--- config.mk ---
export PLATFORM = sky130hd
export DESIGN_NAME = mc_control_fsm
export DESIGN_NICKNAME = d
export VERILOG_FILES = /design/src/rtl/mc_control_fsm_pkg.sv /design/src/rtl/mc_control_fsm_alu_decoder.sv /design/src/rtl/mc_control_fsm.sv
export SDC_FILE = /design/constraint.sdc
export NUM_CORES = 1
export LEC_CHECK = 0
export CAP_MARGIN = 10
export CORE_MARGIN = 2
export CORE_UTILIZATION = 40
export CTS_BUF_LIST = sky130_fd_sc_hd__clkbuf_4 sky130_fd_sc_hd__clkbuf_8 sky130_fd_sc_hd__clkbuf_16
export CTS_CLUSTER_DIAMETER = 50
export DETAILED_ROUTE_END_ITERATION = 10
export PLACE_DENSITY = 0.86
export SLEW_MARGIN = 30
export SYNTH_ARGS = -nofsm -noshare
export SYNTH_HDL_FRONTEND = slang
export SYNTH_SLANG_ARGS = --single-unit
--- constraint.sdc ---
create_clock -name clk -period 1.7 [get_ports clk]
set_input_delay 0.425 -clock clk [delete_from_list [all_inputs] [get_ports clk]]
set_output_delay 0.425 -clock clk [all_outputs]
set_load 0.1 [all_outputs]
--- src/rtl/mc_control_fsm_pkg.sv ---
// Shared types and encodings for the multi-cycle RV32I main controller.
// Covers FSM states, opcodes, immediate formats, ALU ops and datapath mux selects.
package mc_control_fsm_pkg;

    typedef enum logic [3:0] {
        StFetch,
        StDecode,
        StMemAdr,
        StMemRead,
        StMemWb,
        StMemWrite,
        StExecR,
        StExecI,
        StAluWb,
        StBranch,
        StJal,
        StJalr,
        StLui,
        StAuipc,
        StTrap
    } state_e;

    localparam logic [6:0] OpcLoad   = 7'b0000011;
    localparam logic [6:0] OpcStore  = 7'b0100011;
    localparam logic [6:0] OpcOp     = 7'b0110011;
    localparam logic [6:0] OpcOpImm  = 7'b0010011;
    localparam logic [6:0] OpcBranch = 7'b1100011;
    localparam logic [6:0] OpcJal    = 7'b1101111;
    localparam logic [6:0] OpcJalr   = 7'b1100111;
    localparam logic [6:0] OpcLui    = 7'b0110111;
    localparam logic [6:0] OpcAuipc  = 7'b0010111;

    // ImmIu is reserved for a future unsigned-compare immediate and is never issued.
    typedef enum logic [2:0] {
        ImmI     = 3'b000,
        ImmS     = 3'b001,
        ImmB     = 3'b010,
        ImmU     = 3'b011,
        ImmJ     = 3'b100,
        ImmShamt = 3'b101,
        ImmIu    = 3'b110
    } imm_src_e;

    typedef enum logic [3:0] {
        AluAdd  = 4'd0,
        AluSub  = 4'd1,
        AluSll  = 4'd2,
        AluSlt  = 4'd3,
        AluSltu = 4'd4,
        AluXor  = 4'd5,
        AluSrl  = 4'd6,
        AluSra  = 4'd7,
        AluOr   = 4'd8,
        AluAnd  = 4'd9
    } alu_op_e;

    // Which rule the ALU decoder applies: fixed ADD/SUB, or funct-driven for R/I formats.
    typedef enum logic [1:0] {
        AluClsAdd,
        AluClsSub,
        AluClsR,
        AluClsI
    } alu_class_e;

    typedef enum logic [1:0] {
        SrcAPc    = 2'b00,
        SrcAOldPc = 2'b01,
        SrcARs1   = 2'b10
    } src_a_e;

    typedef enum logic [1:0] {
        SrcBRs2  = 2'b00,
        SrcBImm  = 2'b01,
        SrcBFour = 2'b10
    } src_b_e;

    typedef enum logic [1:0] {
        ResAluReg    = 2'b00,
        ResMemData   = 2'b01,
        ResAluDirect = 2'b10,
        ResImm       = 2'b11
    } result_src_e;

    function automatic state_e decode_next(input logic [6:0] opc);
        case (opc)
            OpcLoad, OpcStore: decode_next = StMemAdr;
            OpcOp:             decode_next = StExecR;
            OpcOpImm:          decode_next = StExecI;
            OpcBranch:         decode_next = StBranch;
            OpcJal:            decode_next = StJal;
            OpcJalr:           decode_next = StJalr;
            OpcLui:            decode_next = StLui;
            OpcAuipc:          decode_next = StAuipc;
            default:           decode_next = StTrap;
        endcase
    endfunction

endpackage

--- src/rtl/mc_control_fsm_alu_decoder.sv ---
// Combinational ALU operation decoder: maps the state's ALU class plus funct3/funct7_5
// to an ALU operation code.
module mc_control_fsm_alu_decoder
    import mc_control_fsm_pkg::*;
(
    input  alu_class_e  alu_class,
    input  logic [2:0]  funct3,
    input  logic        funct7_5,
    output alu_op_e     alu_ctrl
);

    always_comb begin
        alu_ctrl = AluAdd;
        unique case (alu_class)
            AluClsAdd: alu_ctrl = AluAdd;
            AluClsSub: alu_ctrl = AluSub;
            default: begin
                unique case (funct3)
                    // There is no SUBI, so funct7_5 only means SUB for register operands.
                    3'b000: alu_ctrl = (alu_class == AluClsR && funct7_5) ? AluSub : AluAdd;
                    3'b001: alu_ctrl = AluSll;
                    3'b010: alu_ctrl = AluSlt;
                    3'b011: alu_ctrl = AluSltu;
                    3'b100: alu_ctrl = AluXor;
                    3'b101: alu_ctrl = funct7_5 ? AluSra : AluSrl;
                    3'b110: alu_ctrl = AluOr;
                    3'b111: alu_ctrl = AluAnd;
                endcase
            end
        endcase
    end

endmodule

--- src/rtl/mc_control_fsm.sv ---
// Multi-cycle RV32I main controller (Moore FSM driving the shared datapath).
// Define WAIT_STATE_EN to make FETCH/MEMREAD/MEMWRITE stall until mem_ready.
module mc_control_fsm
    import mc_control_fsm_pkg::*;
#(
    parameter int IMMSRC_WIDTH  = 3,
    parameter int ALUCTRL_WIDTH = 4
) (
    input  logic                     clk,
    input  logic                     rst_n,
    input  logic [6:0]               opcode,
    input  logic [2:0]               funct3,
    input  logic                     funct7_5,
    input  logic                     branch_cond,
    input  logic                     mem_ready,
    output logic                     mem_req,
    output logic                     mem_we,
    output logic                     adr_src,
    output logic                     ir_we,
    output logic                     pc_we,
    output logic                     reg_we,
    output logic [IMMSRC_WIDTH-1:0]  imm_src,
    output logic [1:0]               alu_src_a,
    output logic [1:0]               alu_src_b,
    output logic [ALUCTRL_WIDTH-1:0] alu_ctrl,
    output logic [1:0]               result_src,
    output logic                     illegal
);

    state_e      state;
    logic        illegal_q;
    logic        mem_done;

    alu_class_e  alu_class;
    alu_op_e     alu_op;
    imm_src_e    imm_sel;
    src_a_e      src_a;
    src_b_e      src_b;
    result_src_e res_sel;
    logic        mem_req_c, mem_we_c, ir_we_c, pc_we_c, reg_we_c, adr_c;

`ifdef WAIT_STATE_EN
    assign mem_done = mem_ready;
`else
    logic unused_mem_ready;
    assign unused_mem_ready = mem_ready;
    assign mem_done = 1'b1;
`endif

    always_ff @(posedge clk or negedge rst_n) begin
        if (!rst_n) begin
            state     <= StFetch;
            illegal_q <= 1'b0;
        end else begin
            unique case (state)
                StFetch:    if (mem_done) state <= StDecode;
                StDecode: begin
                    state     <= decode_next(opcode);
                    illegal_q <= illegal_q | (decode_next(opcode) == StTrap);
                end
                StMemAdr:   state <= (opcode == OpcStore) ? StMemWrite : StMemRead;
                StMemRead:  if (mem_done) state <= StMemWb;
                StMemWrite: if (mem_done) state <= StFetch;
                StExecR, StExecI, StJal, StJalr, StAuipc: state <= StAluWb;
                StMemWb, StAluWb, StBranch, StLui:        state <= StFetch;
                StTrap:     state <= StTrap;
                default:    state <= StFetch;
            endcase
        end
    end

    always_comb begin
        alu_class = AluClsAdd;
        imm_sel   = ImmI;
        src_a     = SrcAPc;
        src_b     = SrcBRs2;
        res_sel   = ResAluReg;
        mem_req_c = 1'b0;
        mem_we_c  = 1'b0;
        ir_we_c   = 1'b0;
        pc_we_c   = 1'b0;
        reg_we_c  = 1'b0;
        adr_c     = 1'b0;
        unique case (state)
            StFetch: begin
                mem_req_c = 1'b1;
                ir_we_c   = mem_done;
                pc_we_c   = mem_done;
                src_b     = SrcBFour;
                res_sel   = ResAluDirect;
            end
            // Branch target is precomputed here and reused from the result register.
            StDecode: begin
                src_a   = SrcAOldPc;
                src_b   = SrcBImm;
                imm_sel = ImmB;
            end
            StMemAdr: begin
                src_a   = SrcARs1;
                src_b   = SrcBImm;
                imm_sel = (opcode == OpcStore) ? ImmS : ImmI;
            end
            StMemRead: begin
                mem_req_c = 1'b1;
                adr_c     = 1'b1;
            end
            StMemWb: begin
                reg_we_c = 1'b1;
                res_sel  = ResMemData;
            end
            StMemWrite: begin
                mem_req_c = 1'b1;
                mem_we_c  = mem_done;
                adr_c     = 1'b1;
            end
            StExecR: begin
                src_a     = SrcARs1;
                src_b     = SrcBRs2;
                alu_class = AluClsR;
            end
            StExecI: begin
                src_a     = SrcARs1;
                src_b     = SrcBImm;
                alu_class = AluClsI;
                imm_sel   = (funct3[1:0] == 2'b01) ? ImmShamt : ImmI;
            end
            StAluWb: reg_we_c = 1'b1;
            StBranch: begin
                src_a     = SrcARs1;
                src_b     = SrcBRs2;
                alu_class = AluClsSub;
                pc_we_c   = branch_cond;
            end
            StJal, StJalr: begin
                src_a   = SrcAOldPc;
                src_b   = SrcBFour;
                pc_we_c = 1'b1;
                imm_sel = (state == StJal) ? ImmJ : ImmI;
                res_sel = ResAluDirect;
            end
            StLui: begin
                reg_we_c = 1'b1;
                imm_sel  = ImmU;
                res_sel  = ResImm;
            end
            StAuipc: begin
                src_a   = SrcAOldPc;
                src_b   = SrcBImm;
                imm_sel = ImmU;
            end
            StTrap: ;
            default: ;
        endcase
    end

    mc_control_fsm_alu_decoder u_alu_decoder (
        .alu_class (alu_class),
        .funct3    (funct3),
        .funct7_5  (funct7_5),
        .alu_ctrl  (alu_op)
    );

    // Strobes are gated by rst_n so an in-flight instruction is killed the moment reset hits.
    assign mem_req    = rst_n & mem_req_c;
    assign mem_we     = rst_n & mem_we_c;
    assign ir_we      = rst_n & ir_we_c;
    assign pc_we      = rst_n & pc_we_c;
    assign reg_we     = rst_n & reg_we_c;
    assign adr_src    = adr_c;
    assign imm_src    = IMMSRC_WIDTH'(imm_sel);
    assign alu_src_a  = src_a;
    assign alu_src_b  = src_b;
    assign alu_ctrl   = ALUCTRL_WIDTH'(alu_op);
    assign result_src = res_sel;
    assign illegal    = illegal_q;

endmodule
==> results of run 1 <==
-- through the flow --
step	std cells	utilization, %	worst slack, ns	hold WS [ns]
after floorplan	102	-	-0.403	0.129
after global placement	187	94.2	-0.558	0.527
after detailed placement	187	94.2	-0.640	0.543
-- cells by family after synthesis --
family / Yosys count / synth area share [%]
and+or+nand+nor: 52 / 39.7
AOI/OAI and AO/OA: 32 / 28.5
buffers and inverters: 11 / 12.3
DFF: 5 / 16.8
xor gates and xnor gates: 1 / 1.18
muxes: 1 / 1.52
==> impl_metrics.csv, run 1 <==
group,metric,value,unit
run_status,outcome,"did not finish",
run_status,stop_stage,"clock tree synthesis (4_1_cts)",
run_status,stop_error,"[ERROR DPL-0038] Utilization greater than 100%, impossible to legalize",
yosys,synth_area_leaders,"dfrtp_1 (17%), nor2_1 (7.6%), a21oi_1 (6.7%)",
clocking,cts_buffer_depth,2,
clocking,postCtsSetupRepairBufs,12,
placement,dp_hpwl,2760,microns
clocking,htreeDepth,1,
placement,numPortBuffers,33,
yosys,synth_fp_nets,117,
clocking,ctsResizeCount,61,
placement,place_congestion,0.905,
yosys,async_flop_share,100,%
die,die_h,47.1,microns
placement,place_area,1640,sq um
die,core.rowCount,15,
yosys,ys_types,43,
die,io_pins,35,
yosys,synth_warnings,0,
yosys,post-synth-top-count-cell,"nor2_1",
yosys,yosysTopAreaCell,"dfrtp_1",
yosys,yosys.area.top_type_share,16.8,%
yosys,synth_edf_count,0,
yosys,syn_inst,102,
clocking,cts_root_buf,"clkbuf_4",
yosys,syn_area,743,sq um
yosys,avgSynthCellArea,7.29,sq um
clocking,hold_buffers,0,
yosys,yosys_most_used_dff,"dfrtp_1",
yosys,ys_top_cells_by_count,"nor2_1 (15), a21oi_1 (10), nand2_1 (10)",
yosys,ys_seq_area_share,16.8,%
yosys,ys_ff_latch,5,
clocking,numCtsBuffers,3,
clocking,cts_sinks,5,
die,start_util,42.6,%
die,die_w,47.1,microns
==> run 2: changes to the inputs <==
Settings changed: CORE_AREA set to 2 2 63 65, CORE_MARGIN 2 to unset, CORE_UTILIZATION 40 to unset, CTS_BUF_LIST sky130_fd_sc_hd__clkbuf_4 sky130_fd_sc_hd__clkbuf_8 sky130_fd_sc_hd__clkbuf_16 to unset, CTS_CLUSTER_DIAMETER 50 to unset, DIE_AREA set to 0 0 65 67, PLACE_DENSITY 0.86 to unset, PLACE_DENSITY_LB_ADDON set to 0.15.
==> impl_metrics.csv, run 2 <==
group,metric,value,unit
run_status,outcome,"complete, but fails checks",
run_status,violations,"setup timing",
timing,max_freq,0.509,GHz
timing,hold_viol,0,
final_layout,post-route-cell-area,2070,sq um
critical_path,crit_buf_inv,2,
global_routing,grt_pass1_wl,5600,microns
critical_path,path_class,"reg -> out",
routing,drt-initial-drc-count,22,
final_layout,final_cell_mix,"buf_4 (39), buf_12 (20), buf_6 (16)",
global_routing,grt.overflow.total,0,
timing,rsz0062_at_grt,"yes",
yosys,async_flop_share,100,%
final_layout,drive_gt1_share,73.3,%
placement,place_congestion,0.824,
timing,slew-limit-headroom,78.0,%
routing,wl_per_cell,13.9,microns
yosys,yosys_most_used_dff,"dfrtp_1",
timing,finalSetupViolCount,19,
final_layout,fin_nets,203,
clocking,cts_tree,"built",
placement,numPortBuffers,33,
clocking,hold_buffers,0,
yosys,synth_edf_count,0,
routing,ant_nets,0,
clocking,cts_buffer_depth,2,
final_layout,regMostFlops,"state",
critical_path,cp_top_family,"compound AO/OA/AOI/OAI gates",
timing,fin_crit,1.96,ns
yosys,synth_warnings,0,
timing,max_slew.worst_pin.slew,0.329,ns
yosys,syn_inst,102,
final_layout,syn_to_final_growth,178,%
die,dieArea,4360,sq um
placement,place_area,1730,sq um
placement,dp_hpwl,2280,microns
critical_path,startpoint,"state[0]$_DFF_PN0_",
clocking,clk_latency,0.22,ns
timing,post-route-period-util,116,%
job,maxCapViolations,0,
yosys,ys_top_cells_by_count,"nor2_1 (15), a21oi_1 (10), nand2_1 (10)",
final_layout,mostFrequentLayoutCell,"buf_4",
yosys,ys_ff_latch,5,
final_layout,largest_reg_flops,4,
critical_path,cp-end-kind,"output pin",
routing,routed_via_density,4.77,
routing,drt_pass1_iterations,4,
final_layout,nFillCells,313,
critical_path,max_stage_delay,0.44,ns
yosys,ys_seq_area_share,16.8,%
yosys,yosys.area.top_type_share,16.8,%
clocking,cts_root_buf,"clkbuf_8",
final_layout,fin_cells,235,
routing,num_vias,1122,
die,core.rowCount,22,
yosys,synth_fp_nets,117,
yosys,post-synth-top-count-cell,"nor2_1",
yosys,ys_types,43,
yosys,avgSynthCellArea,7.29,sq um
critical_path,start_kind,"flip-flop",
critical_path,slowest_stage,"dfrtp_2",
placement,dp_cells,217,
critical_path,cp.arrival,1.54,ns
routing,drt_wl_total,3270,microns
yosys,synth_area_leaders,"dfrtp_1 (17%), nor2_1 (7.6%), a21oi_1 (6.7%)",
global_routing,grt_max_degree,8,
die,die_w,65,microns
clocking,htreeDepth,1,
yosys,yosysTopAreaCell,"dfrtp_1",
worst_hold_path,hold_class,"in -> async",
clocking,cts_sinks,5,
die,start_util,20.6,%
final_layout,diodes,0,
critical_path,r2r-start,"state[1]$_DFF_PN0_",
critical_path,required,1.27,ns
timing,clock_skew,0.00571,ns
clocking,numCtsBuffers,3,
critical_path,critPathMaxFanout,6,
timing,maxSlewViolCount,0,
timing,setup_ws,-0.265,ns
die,die_h,67,microns
die,io_pins,35,
global_routing,grt_util_all_layers,16.7,%
global_routing,grt_pass1_vias,1205,
routing,drcViolationCount,0,
yosys,syn_area,743,sq um
critical_path,crit_path_cell_trace,"buf_4 > nor2b_4 > a211o_1 > o211ai_1 > o21ai_4 > buf_12",
global_routing,antenna_found_initial,0,
timing,setup_tns,-3.53,ns
clocking,clk_pin_slew_worst_paths,0.04,ns
die,core_area,3610,sq um
run 2: through the flow:
stage | util, % | hold WS (ns) | setup WS [ns]
after floorplan | - | 0.129 | -0.403
after global placement | 47.8 | 0.532 | -0.541
after detailed placement | 47.8 | 0.536 | -0.555
after CTS | 54.4 | 0.407 | -0.261
after global routing | 57.3 | 0.488 | -0.300
final | 57.3 | 0.460 | -0.265
run 2: cell families (layout without fill, tap and decap cells):
family / after synthesis / in the layout / share of synthesized area (%)
and+or+nand+nor: 52 / 52 / 39.7
AOI/OAI and AO/OA: 32 / 32 / 28.5
buffers and inverters: 11 / 96 / 12.3
DFF: 5 / 5 / 16.8
xor gates and xnor gates: 1 / 1 / 1.18
muxes: 1 / 1 / 1.52
run 2: worst paths after layout:
path	to	slack, ns	cells after the start
max	alu_ctrl[0]	-0.26	6
max in group asynchronous	state[1]$_DFF_PN0_	1.12	2
min in group clk	illegal$_DFFE_PN0P_	0.54	1
min reg2reg	illegal$_DFFE_PN0P_	0.54	1
min	state[3]$_DFF_PN0_	0.46	2
max reg2reg	state[2]$_DFF_PN0_	0.18	5
run 2: layout make-up:
type	count	area (sq um)	area share, %
repair buffers	88	972	47.1
multi-input cells	86	841	40.7
flip-flops and latches	5	130	6.30
well taps	48	60.1	2.91
clock buffers	4	45.0	2.18
inverters	4	17.5	0.848
run 2: repair_timing:
| item | CTS | global route |
|---|---|---|
| setup endpoints to repair | 19 | 21 |
| pin swaps | 19 | 18 |
| hold endpoints to repair | 0 | 0 |
| buffers inserted | 15 | 5 |
| resized for setup | 62 | 24 |
run 2: metal layers:
layer / part of all wire (%) / vias up / track usage [%]
met5: 0 / - / 0
met3: 3.9 / 4 / 2.03
li1: - / 544 / -
met2: 56 / 31 / 32.1
met4: 1.0 / 0 / 6.65
met1: 39 / 543 / 18.5
Power of run 2 is left out: the tool's default activity adds up to more than one toggle a clock period on the data nets, which glitch-free logic cannot reach.
==> run 3: changes to the inputs <==
Settings changed: CAP_MARGIN 10 to unset, REMOVE_ABC_BUFFERS set to 1.
==> impl_metrics.csv, run 3 (synthesis gave the netlist of run 2 again) <==
group,metric,value,unit
placement,dp_hpwl,2050,microns
final_layout,drive_gt1_share,72.1,%
critical_path,path_class,"reg -> out",
power_and_ir_drop,power_density,2180,nW/um^2
die,io_pins,35,
critical_path,cp.arrival,1.55,ns
clocking,htreeDepth,1,
global_routing,antenna_found_initial,0,
die,core_area,3610,sq um
critical_path,cp-end-kind,"output pin",
final_layout,diodes,0,
critical_path,required,1.27,ns
placement,pre_cts_ws,-0.593,ns
final_layout,largest_reg_flops,4,
clocking,cts_root_buf,"clkbuf_8",
timing,fin_crit,1.97,ns
run_status,outcome,"complete, but fails checks",
placement,place_congestion,0.779,
die,die_w,65,microns
clocking,cts_tree,"built",
routing,drt_wl_total,3170,microns
clocking,cts_buffer_depth,2,
final_layout,post-route-cell-area,2050,sq um
timing,max_freq,0.508,GHz
die,start_util,20.6,%
timing,finalSetupViolCount,19,
global_routing,grt.overflow.total,0,
timing,setup_ws,-0.270,ns
timing,rsz0062_at_grt,"yes",
job,maxCapViolations,0,
global_routing,grt_pass1_wl,5020,microns
die,core.rowCount,22,
routing,ant_nets,0,
final_layout,syn_to_final_growth,176,%
power_and_ir_drop,peakVddDrop,0.584,mV
global_routing,grt_pass1_vias,1149,
critical_path,r2r-start,"state[1]$_DFF_PN0_",
clocking,cts_sinks,5,
worst_hold_path,hold_class,"in -> async",
run_status,violations,"setup timing",
timing,maxSlewViolCount,0,
final_layout,mostFrequentLayoutCell,"buf_4",
timing,clock_skew,0.00198,ns
global_routing,grt_max_degree,10,
timing,hold_viol,0,
clocking,numCtsBuffers,3,
critical_path,startpoint,"state[0]$_DFF_PN0_",
die,die_h,67,microns
timing,slew-limit-headroom,80.3,%
routing,drt_pass1_iterations,4,
die,dieArea,4360,sq um
placement,place_area,1520,sq um
timing,max_slew.worst_pin.slew,0.292,ns
critical_path,critPathMaxFanout,6,
clocking,clk_pin_slew_worst_paths,0.03,ns
routing,wl_per_cell,12.9,microns
routing,drt-initial-drc-count,17,
placement,dp_cells,211,
final_layout,fin_cells,245,
global_routing,grt_util_all_layers,14.5,%
clocking,hold_buffers,0,
power_and_ir_drop,cellLeakagePower,0.905,nW
placement,numPortBuffers,33,
final_layout,final_cell_mix,"buf_4 (48), buf_12 (19), buf_6 (17)",
routing,drcViolationCount,0,
critical_path,start_kind,"flip-flop",
routing,num_vias,1100,
final_layout,regMostFlops,"state",
timing,post-route-period-util,116,%
power_and_ir_drop,power,4.46,mW
clocking,clk_latency,0.22,ns
final_layout,fin_nets,213,
routing,routed_via_density,4.49,
run 3: cell count changes in the layout (fill, tap and decap cells not counted), moves of 3 or more:
| cell | change |
|---|---|
| buf_4 | +9 |
| nor2_2 | +3 |
| nand2_1 | -3 |
| nor2_4 | -4 |
| nand2_2 | +4 |
| clkdlybuf4s15_1 | +3 |
run 3: routing by layer:
layer	up-vias	wire length [microns]	track usage [%]
li1	561	-	-
met5	-	0	0
met3	3	122	2.53
met2	29	1740	28.5
met1	507	1290	16.4
met4	0	14	2.39
run 3: report_power, final:
group	internal (mW)	switching (mW)	leakage, nW	total [mW]
sequential	0.166	0.0783	0.0558	0.244
combinational	1.76	2.24	0.827	4.00
clock	0.160	0.0526	0.0228	0.213
run 3: final cells by class:
cell class | instances | area, sq um
Tap cell | 48 | 60.1
Timing Repair Buffer | 98 | 1060
Fill cell | 319 | 1560
Multi-Input combinational cell | 86 | 738
Clock buffer | 4 | 45.0
Inverter | 4 | 15.0
Sequential cell | 5 | 129
run 3: path summary, 6_finish.rpt:
kind                                            end  slack (ns)  depth (start not counted)
min in group clk                illegal$_DFFE_PN0P_        0.54                          1
max in group asynchronous        state[2]$_DFF_PN0_        1.14                          2
worst min register to register  illegal$_DFFE_PN0P_        0.54                          1
worst max register to register   state[2]$_DFF_PN0_        0.12                          6
worst min-delay path             state[3]$_DFF_PN0_        0.44                          2
worst max-delay path                        mem_req       -0.27                          5
run 3: worst max-delay path, stage by stage (launching register included):
cell	delay, ns
dfrtp_1	0.39
buf_6	0.15
or3_1	0.31
o21ai_1	0.08
and3b_2	0.22
buf_12	0.17
run 3: repair_timing:
action	in CTS	in global routing
pin swaps	20	20
buffers inserted	21	9
resized for setup	73	35
endpoints found under the hold margin	0	0
endpoints found under the setup margin	19	19
run 3: through the flow:
| step | utilization, % | hold slack, ns | setup TNS, ns |
|---|---|---|---|
| 5_1_grt | 56.8 | 0.460 | -4.77 |
| 3_3_place_gp | 42.2 | 0.533 | -4.62 |
| 6_report | 56.8 | 0.437 | -3.54 |
| 4_1_cts | 51.6 | 0.412 | -3.33 |
| 3_5_place_dp | 42.2 | 0.533 | -4.71 |
| 2_1_floorplan | - | 0.129 | -16.77 |
(Power assumes the default switching activity.)
